[src/rtl/fetch_unit.sv]
// Instruction fetch stage: owns the PC, issues one word read at a time, buffers the
// returned instruction with its PC and hands it to the IR over valid/ready.
module fetch_unit #(
    parameter logic [31:0] RESET_PC = 32'h0000_0060
) (
    input  logic        clk,
    input  logic        reset,
    output logic [31:0] mem_address,
    output logic        mem_read,
    input  logic [31:0] mem_rdata,
    input  logic        mem_resp,
    input  logic        redirect,
    input  logic [31:0] redirect_pc,
    output logic        instr_valid,
    input  logic        instr_ready,
    output logic [31:0] instr,
    output logic [31:0] instr_pc
);

    typedef enum logic [1:0] {
        IDLE  = 2'd0,
        FETCH = 2'd1,
        HOLD  = 2'd2,
        DRAIN = 2'd3
    } state_t;

    state_t      state;
    logic [31:0] pc;
    logic [31:0] target;
    logic [31:0] redirect_word;

    assign redirect_word = redirect_pc & 32'hFFFF_FFFC;

    // During DRAIN the pc still holds the abandoned request's address, so the
    // request stays stable until its response; the new target waits in 'target'.
    assign mem_address = {pc[31:2], 2'b00};
    assign mem_read    = (state == FETCH) || (state == DRAIN);
    assign instr_valid = (state == HOLD) && !redirect;

    always_ff @(posedge clk or negedge reset) begin
        if (!reset) begin
            state    <= IDLE;
            pc       <= RESET_PC;
            target   <= 32'h0;
            instr    <= 32'h0;
            instr_pc <= 32'h0;
        end else begin
            case (state)
                IDLE: begin
                    if (redirect)
                        pc <= redirect_word;
                    state <= FETCH;
                end
                FETCH: begin
                    if (mem_resp) begin
                        if (redirect) begin
                            pc <= redirect_word;
                        end else begin
                            instr    <= mem_rdata;
                            instr_pc <= pc;
                            pc       <= pc + 32'd4;
                            state    <= HOLD;
                        end
                    end else if (redirect) begin
                        target <= redirect_word;
                        state  <= DRAIN;
                    end
                end
                DRAIN: begin
                    if (mem_resp) begin
                        pc    <= redirect ? redirect_word : target;
                        state <= FETCH;
                    end else if (redirect) begin
                        target <= redirect_word;
                    end
                end
                HOLD: begin
                    if (redirect) begin
                        pc    <= redirect_word;
                        state <= FETCH;
                    end else if (instr_ready) begin
                        state <= FETCH;
                    end
                end
                default: state <= IDLE;
            endcase
        end
    end

endmodule

[config.mk]
export PLATFORM = sky130hd
export DESIGN_NAME = fetch_unit
export DESIGN_NICKNAME = d
export VERILOG_FILES = /design/src/rtl/fetch_unit.sv
export SDC_FILE = /design/constraint.sdc
export NUM_CORES = 1
export LEC_CHECK = 0
export CORE_MARGIN = 2
export CORE_UTILIZATION = 40
export DETAILED_ROUTE_END_ITERATION = 6
export DONT_BUFFER_PORTS = 1
export SLEW_MARGIN = 25
export SYNTH_ARGS = -nofsm -noshare
export SYNTH_HDL_FRONTEND = slang
export SYNTH_SLANG_ARGS = --single-unit
[constraint.sdc]
create_clock -name clk -period 2.6 [get_ports clk]
set_clock_uncertainty 0.2 [all_clocks]
set_input_delay 0.52 -clock clk [delete_from_list [all_inputs] [get_ports clk]]
set_output_delay 0.52 -clock clk [all_outputs]
set_load 0.005 [all_outputs]
==> results of run 1 <==
-- routing by layer --
metal / GRT usage (%) / vias up
met5: 0 / -
met4: 7.992 / 0
met3: 7.692 / 21
met2: 31.76 / 194
met1: 24.51 / 2293
li1: - / 2218
-- cell usage in the layout (no fill, tap or decap), types with 2 or more instances in the layout --
cell           netlist  routed
nand2_1            204     202
o2bb2a_1             3       3
dfstp_2              2       2
a31oi_1              4       4
clkinv_2             0       3
dlygate4sd3_1        0      13
a211oi_1            15      15
dfrtp_1            128     128
nand2_2              0       2
nand3_1             21      21
o21ai_0             30      30
clkinv_4             0       2
and3_1               8       8
a221oi_1             2       2
nor3b_1              5       5
nand2b_1             3       3
inv_1               10      10
or2_2                2       2
bufinv_16            0       3
clkbuf_16            0      17
nand4_1             11      11
clkbuf_8             0       2
o22ai_1             23      23
clkinvlp_4           0       5
buf_4               32      17
nor2_1              27      26
a22o_1               3       3
nor3_1               9       9
and2_1               7       7
a21oi_1             24      24
conb_1               1       2
mux2_2              30      30
and4_1               3       3
xor2_1              11      11
nand3_2              2       2
-- metrics by stage --
step                      cells  worst slack, ns  area [sq um]  utilization (%)  power, uW
after floorplan             677           0.5503          6212                -       3819
after global placement      810           0.2102          6190            40.72       3979
after detailed placement    810           0.1536          6190            40.72       4049
after CTS                   855           0.1051          6933            45.60       6526
after global routing        855           0.1060          6938            45.64       6843
final                       855           0.3151          6938            45.64       6460
-- worst max-delay path, cell delays in order (launching register included) --
cell and delay, ns:
dfrtp_1 0.51, nor2b_2 0.39, nand2_1 0.29, o22ai_1 0.33, a21oi_1 0.11, o2bb2a_1 0.33
-- synthesized netlist by cell type (9+ instances only) --
cell and number:
xor2_1 11, inv_1 10, nand4_1 11, nor3_1 9, buf_2 16, nand3_1 21
mux2_2 30, o22ai_1 23, buf_4 32, nand2_1 204, nor2_1 27, dfrtp_1 128
clkbuf_1 23, a21oi_1 24, a211oi_1 15, o21ai_0 30
-- how the worst max path moves through the flow --
stage | from | endpoint | slack [ns] | depth (start not counted)
2_1_floorplan | pc[2] | pc[18] | 0.55 | 6
5_1_grt | state[0] | pc[17] | 0.11 | 5
3_5_place_dp | state[0] | instr_pc[15] | 0.15 | 6
3_3_place_gp | state[0] | instr[13] | 0.21 | 6
4_1_cts | state[0] | instr_pc[15] | 0.11 | 6
6_report | state[0] | pc[12] | 0.32 | 5
-- timing repair --
item / 4_1_cts / 5_1_grt
setup endpoints to repair: 0 / 55
resized for setup: 0 / 2
hold endpoints to repair: 143 / 130
-- power by group --
group / internal, uW / switching (uW)
clock: 1550 / 877
combinational: 423 / 531
sequential: 2530 / 543
-- cell families (layout without fill, tap and decap cells) --
group	after synthesis	count (layout)	synth area share [%]
and+or+nand+nor	307	307	21.58
DFF	130	130	52.44
AOI/OAI and AO/OA	111	111	11.12
buffers and inverters	83	73	7.295
muxes	31	31	5.603
xor gates and xnor gates	12	12	1.693
adders and majority gates	1	1	0.2015
other	1	2	0.06040
-- final cells by class --
cell class,instances,area (sq um)
Clock buffer,19,452.9
Clock inverter,13,160.2
Fill cell,1460,8264
Inverter,10,37.54
Multi-Input combinational cell,464,2519
Sequential cell,130,3256
Tap cell,188,235.2
Timing Repair Buffer,31,277.8
-- registers in the layout, summed over array words and instances, names as in the netlist --
register / cells
pc: 32
instr_pc: 32
instr: 32
target: 32
state: 2
==> flow_summary.ini, run 1 <==
[placed_design]
port_buffers = 0
hpwlAfterDp_um = 11140
place.gp.congestion = 0.8613

[clock_network]
numClockSinks = 130
cts_setup_buffers = 0
ctsHoldBuffers = 13
cts.clk_slew.worst_paths_ns = 0.06
htreeDepth = 4
cts_buffer_depth = 2
cts_buffers = 17
cts_tree = built
clock_latency_ns = 0.42
ctsRootBufferMaster = clkbuf_16

[floorplan]
fp.dieW_um = 128.6
rows = 45
initial_utilization_pct = 40.84
die_area_sq_um = 16530
io_pins = 167
dieHeight_um = 128.6
core_region_area_sq_um = 15200

[sta]
setup_viol = 0
max_freq_ghz = 0.4377
post-route-period-util_pct = 87.88
drv_slew = 0
tightest_slew_ns = 0.8244
holdWs_ns = -0.3968
min_period_ns = 2.285
finalHoldViolCount = 130
slew_headroom_pct = 45.04
rsz0062_at_grt = false
setup-tns-final_ns = 0

[route]
vias = 4726
wl_um = 15990
vias_per_cell = 5.527
drtIter0Drc = 341
postRouteAntennaNets = 0
wl_met1_um = 6665
firstDrtPassIters = 6
wire_per_inst_um = 18.70
top_layer = met4
wl_met3_um = 1480
drc_errors = 0
wl_met2_um = 7539

[worst_setup_path]
crit_path_start_kind = flip-flop
r2r_slack_ns = 0.32
arrival_ns = 2.38
rr_startpoint = state[0]
path_max_fanout = 10
worst_r2r_path_depth = 5
endpoint_kind = flip-flop
worstSetupPathType = flip-flop to flip-flop
critPathRequiredTime_ns = 2.70
rr_endpoint = pc[12]

[finish]
drive_above_1_share_pct = 14.09
layout.nets = 724
area.growth.synth_to_final_pct = 11.75
antennaDiodeCount = 0

[grt]
grt_overflow = 0
antenna_found_initial = 0
grt_pass1_wl_um = 25250
grt_max_degree = 131
grt_pass1_vias = 4651
track_usage_pct = 19.94

[pwr]
p_leak_uw = 0.003127
vdd_drop_max_v = 0.0004726
powerDensity_nw_per_um2 = 931.1

[synthesis]
yosysTopAreaCellShare_pct = 51.59
async_flop_share_pct = 100.0
dominantRegCellSynth = dfrtp_1
synth-edff-count = 0
synth.avg_cell_area_sq_um = 9.184
netlist_area_sq_um = 6208
ys_ff_latch = 130
syn_inst = 676
yosysSeqAreaShare_pct = 52.44
yosysUniqueCellTypes = 46
yosysWarnings = 0
synth_top_cell_by_area = dfrtp_1
synthTopCellsByArea = dfrtp_1, nand2_1, mux2_2

[outcome]
status = complete, but fails checks
failed_checks = hold timing

[worst_hold_path]
min_path_type = input port to asynchronous set/reset pin

[flow_run]
cap_violations = 0
Power figures use the tool's default switching activity.
==> run 2: changes to the inputs <==
--- a/config.mk
+++ b/config.mk
@@ -9,6 +9,7 @@
 export CORE_UTILIZATION = 40
 export DETAILED_ROUTE_END_ITERATION = 6
 export DONT_BUFFER_PORTS = 1
+export MAX_ROUTING_LAYER = met4
 export SLEW_MARGIN = 25
 export SYNTH_ARGS = -nofsm -noshare
 export SYNTH_HDL_FRONTEND = slang
==> flow_summary.ini, run 2 (synthesized netlist as in run 1, its figures left out) <==
[floorplan]
core_region_area_sq_um = 15200
initial_utilization_pct = 40.84
rows = 45
fp.dieW_um = 128.6
die_area_sq_um = 16530
dieHeight_um = 128.6
io_pins = 167

[worst_setup_path]
arrival_ns = 2.38
critPathRequiredTime_ns = 2.70
worst_r2r_path_depth = 5
endpoint_kind = flip-flop
crit_path_start_kind = flip-flop
path_max_fanout = 10
worstSetupPathType = flip-flop to flip-flop

[clock_network]
cts_buffers = 17
cts_buffer_depth = 2
ctsRootBufferMaster = clkbuf_16
cts_setup_buffers = 0
cts_tree = built
htreeDepth = 4
ctsHoldBuffers = 13
clock_latency_ns = 0.42
cts.clk_slew.worst_paths_ns = 0.06
numClockSinks = 130

[outcome]
failed_checks = hold timing
status = complete, but fails checks

[finish]
antennaDiodeCount = 0
seq_area_sq_um = 3256
final_core_util_pct = 45.64
finalNonFillerCells = 855
layout_commonest_cell = nand2_1
multi_input_area_sq_um = 2519
drive_above_1_share_pct = 14.09
layout_common_cells = nand2_1, dfrtp_1, o21ai_0, mux2_2, nor2_1
layout.nets = 724
area.growth.synth_to_final_pct = 11.75
fillers = 1460

[sta]
post-route-period-util_pct = 87.91
rsz0062_at_grt = false
setup-tns-final_ns = 0
min_period_ns = 2.286
finalHoldViolCount = 130
max_freq_ghz = 0.4375
tightest_slew_ns = 0.8382
slew_headroom_pct = 44.12
setup_viol = 0
drv_slew = 0
holdWs_ns = -0.3957

[grt]
track_usage_pct = 20.60
antenna_found_initial = 0
grt_overflow = 0
grt_pass1_vias = 4654
grt_max_degree = 131
grt_pass1_wl_um = 25270

[placed_design]
dpl.cell_count = 810
hpwlAfterDp_um = 11140
port_buffers = 0
place.gp.congestion = 0.8751

[route]
drtIter0Drc = 355
vias_per_cell = 5.539
vias = 4736
postRouteAntennaNets = 0
drc_errors = 0
wl_um = 15950
firstDrtPassIters = 5
wire_per_inst_um = 18.66

[pwr]
fin_total_pwr_uw = 6465
vdd_drop_max_v = 0.0004689
p_leak_uw = 0.003127
powerDensity_nw_per_um2 = 931.8

[flow_run]
cap_violations = 0

[worst_hold_path]
min_path_type = input port to asynchronous set/reset pin
run 2: cell counts in the layout (fill, tap and decap cells not counted):
No cell type changed its count.
run 2: repair_timing:
action,CTS,global route
endpoints found under the setup margin,0,54
endpoints found under the hold margin,143,130
resized for setup,0,2
run 2: area by class of cell:
| type | instances | area share [%] |
|---|---|---|
| tap | 188 | 3.390 |
| clock inverter | 13 | 2.308 |
| sequential | 130 | 46.93 |
| clock buffer | 19 | 6.528 |
| multi-input combinational | 464 | 36.30 |
| timing repair buffer | 31 | 4.004 |
| inverter | 10 | 0.5410 |
run 2: final timing paths:
check | startpoint | slack, ns | endpoint
max | state[0] | 0.31 | pc[12]
min | reset | -0.40 | instr[27]
max reg2reg | state[0] | 0.31 | pc[12]
min reg2reg | target[1] | 0.29 | target[1]
max in group asynchronous | reset | 2.40 | pc[5]
min in group clk | mem_rdata[14] | 0.02 | instr[14]
run 2: layer usage:
metal	wire (um)	vias up	global-route usage, %
met2	7542	208	31.54
li1	-	2225	-
met3	1474	25	7.401
met5	0	-	-
met1	6658	2278	24.99
met4	276	0	7.992
run 2: report_power, final:
part | leakage [uW] | total (uW) | internal, uW | switching (uW)
clock | 0.000287 | 2430 | 1550 | 878
sequential | 0.00158 | 3080 | 2530 | 546
combinational | 0.00126 | 955 | 423 | 532
total | 0.00313 | 6460 | 4510 | 1960
run 2: through the flow:
stage | instance area, sq um | worst slack [ns] | hold slack, ns
floorplan | 6212 | 0.5503 | 0.02441
global placement | 6190 | 0.2102 | 0.02945
detailed placement | 6190 | 0.1536 | 0.02838
CTS | 6933 | 0.1051 | -0.4189
global route | 6938 | 0.1060 | -0.4264
finish | 6938 | 0.3144 | -0.3957
run 2: worst max-delay path, stage by stage, from the launching register on:
cell      delay, ns
dfrtp_1        0.51
nor2b_2        0.39
nand2_1        0.30
o22ai_1        0.33
a21oi_1        0.11
o2bb2a_1       0.33
==> run 3: changes to the inputs <==
--- a/config.mk
+++ b/config.mk
@@ -7,6 +7,7 @@
 export LEC_CHECK = 0
 export CORE_MARGIN = 2
 export CORE_UTILIZATION = 40
+export CTS_CLUSTER_SIZE = 28
 export DETAILED_ROUTE_END_ITERATION = 6
 export DONT_BUFFER_PORTS = 1
 export MAX_ROUTING_LAYER = met4
==> results of run 3 <==
The final DEF is identical to that of run 2; final timing and power are the same.
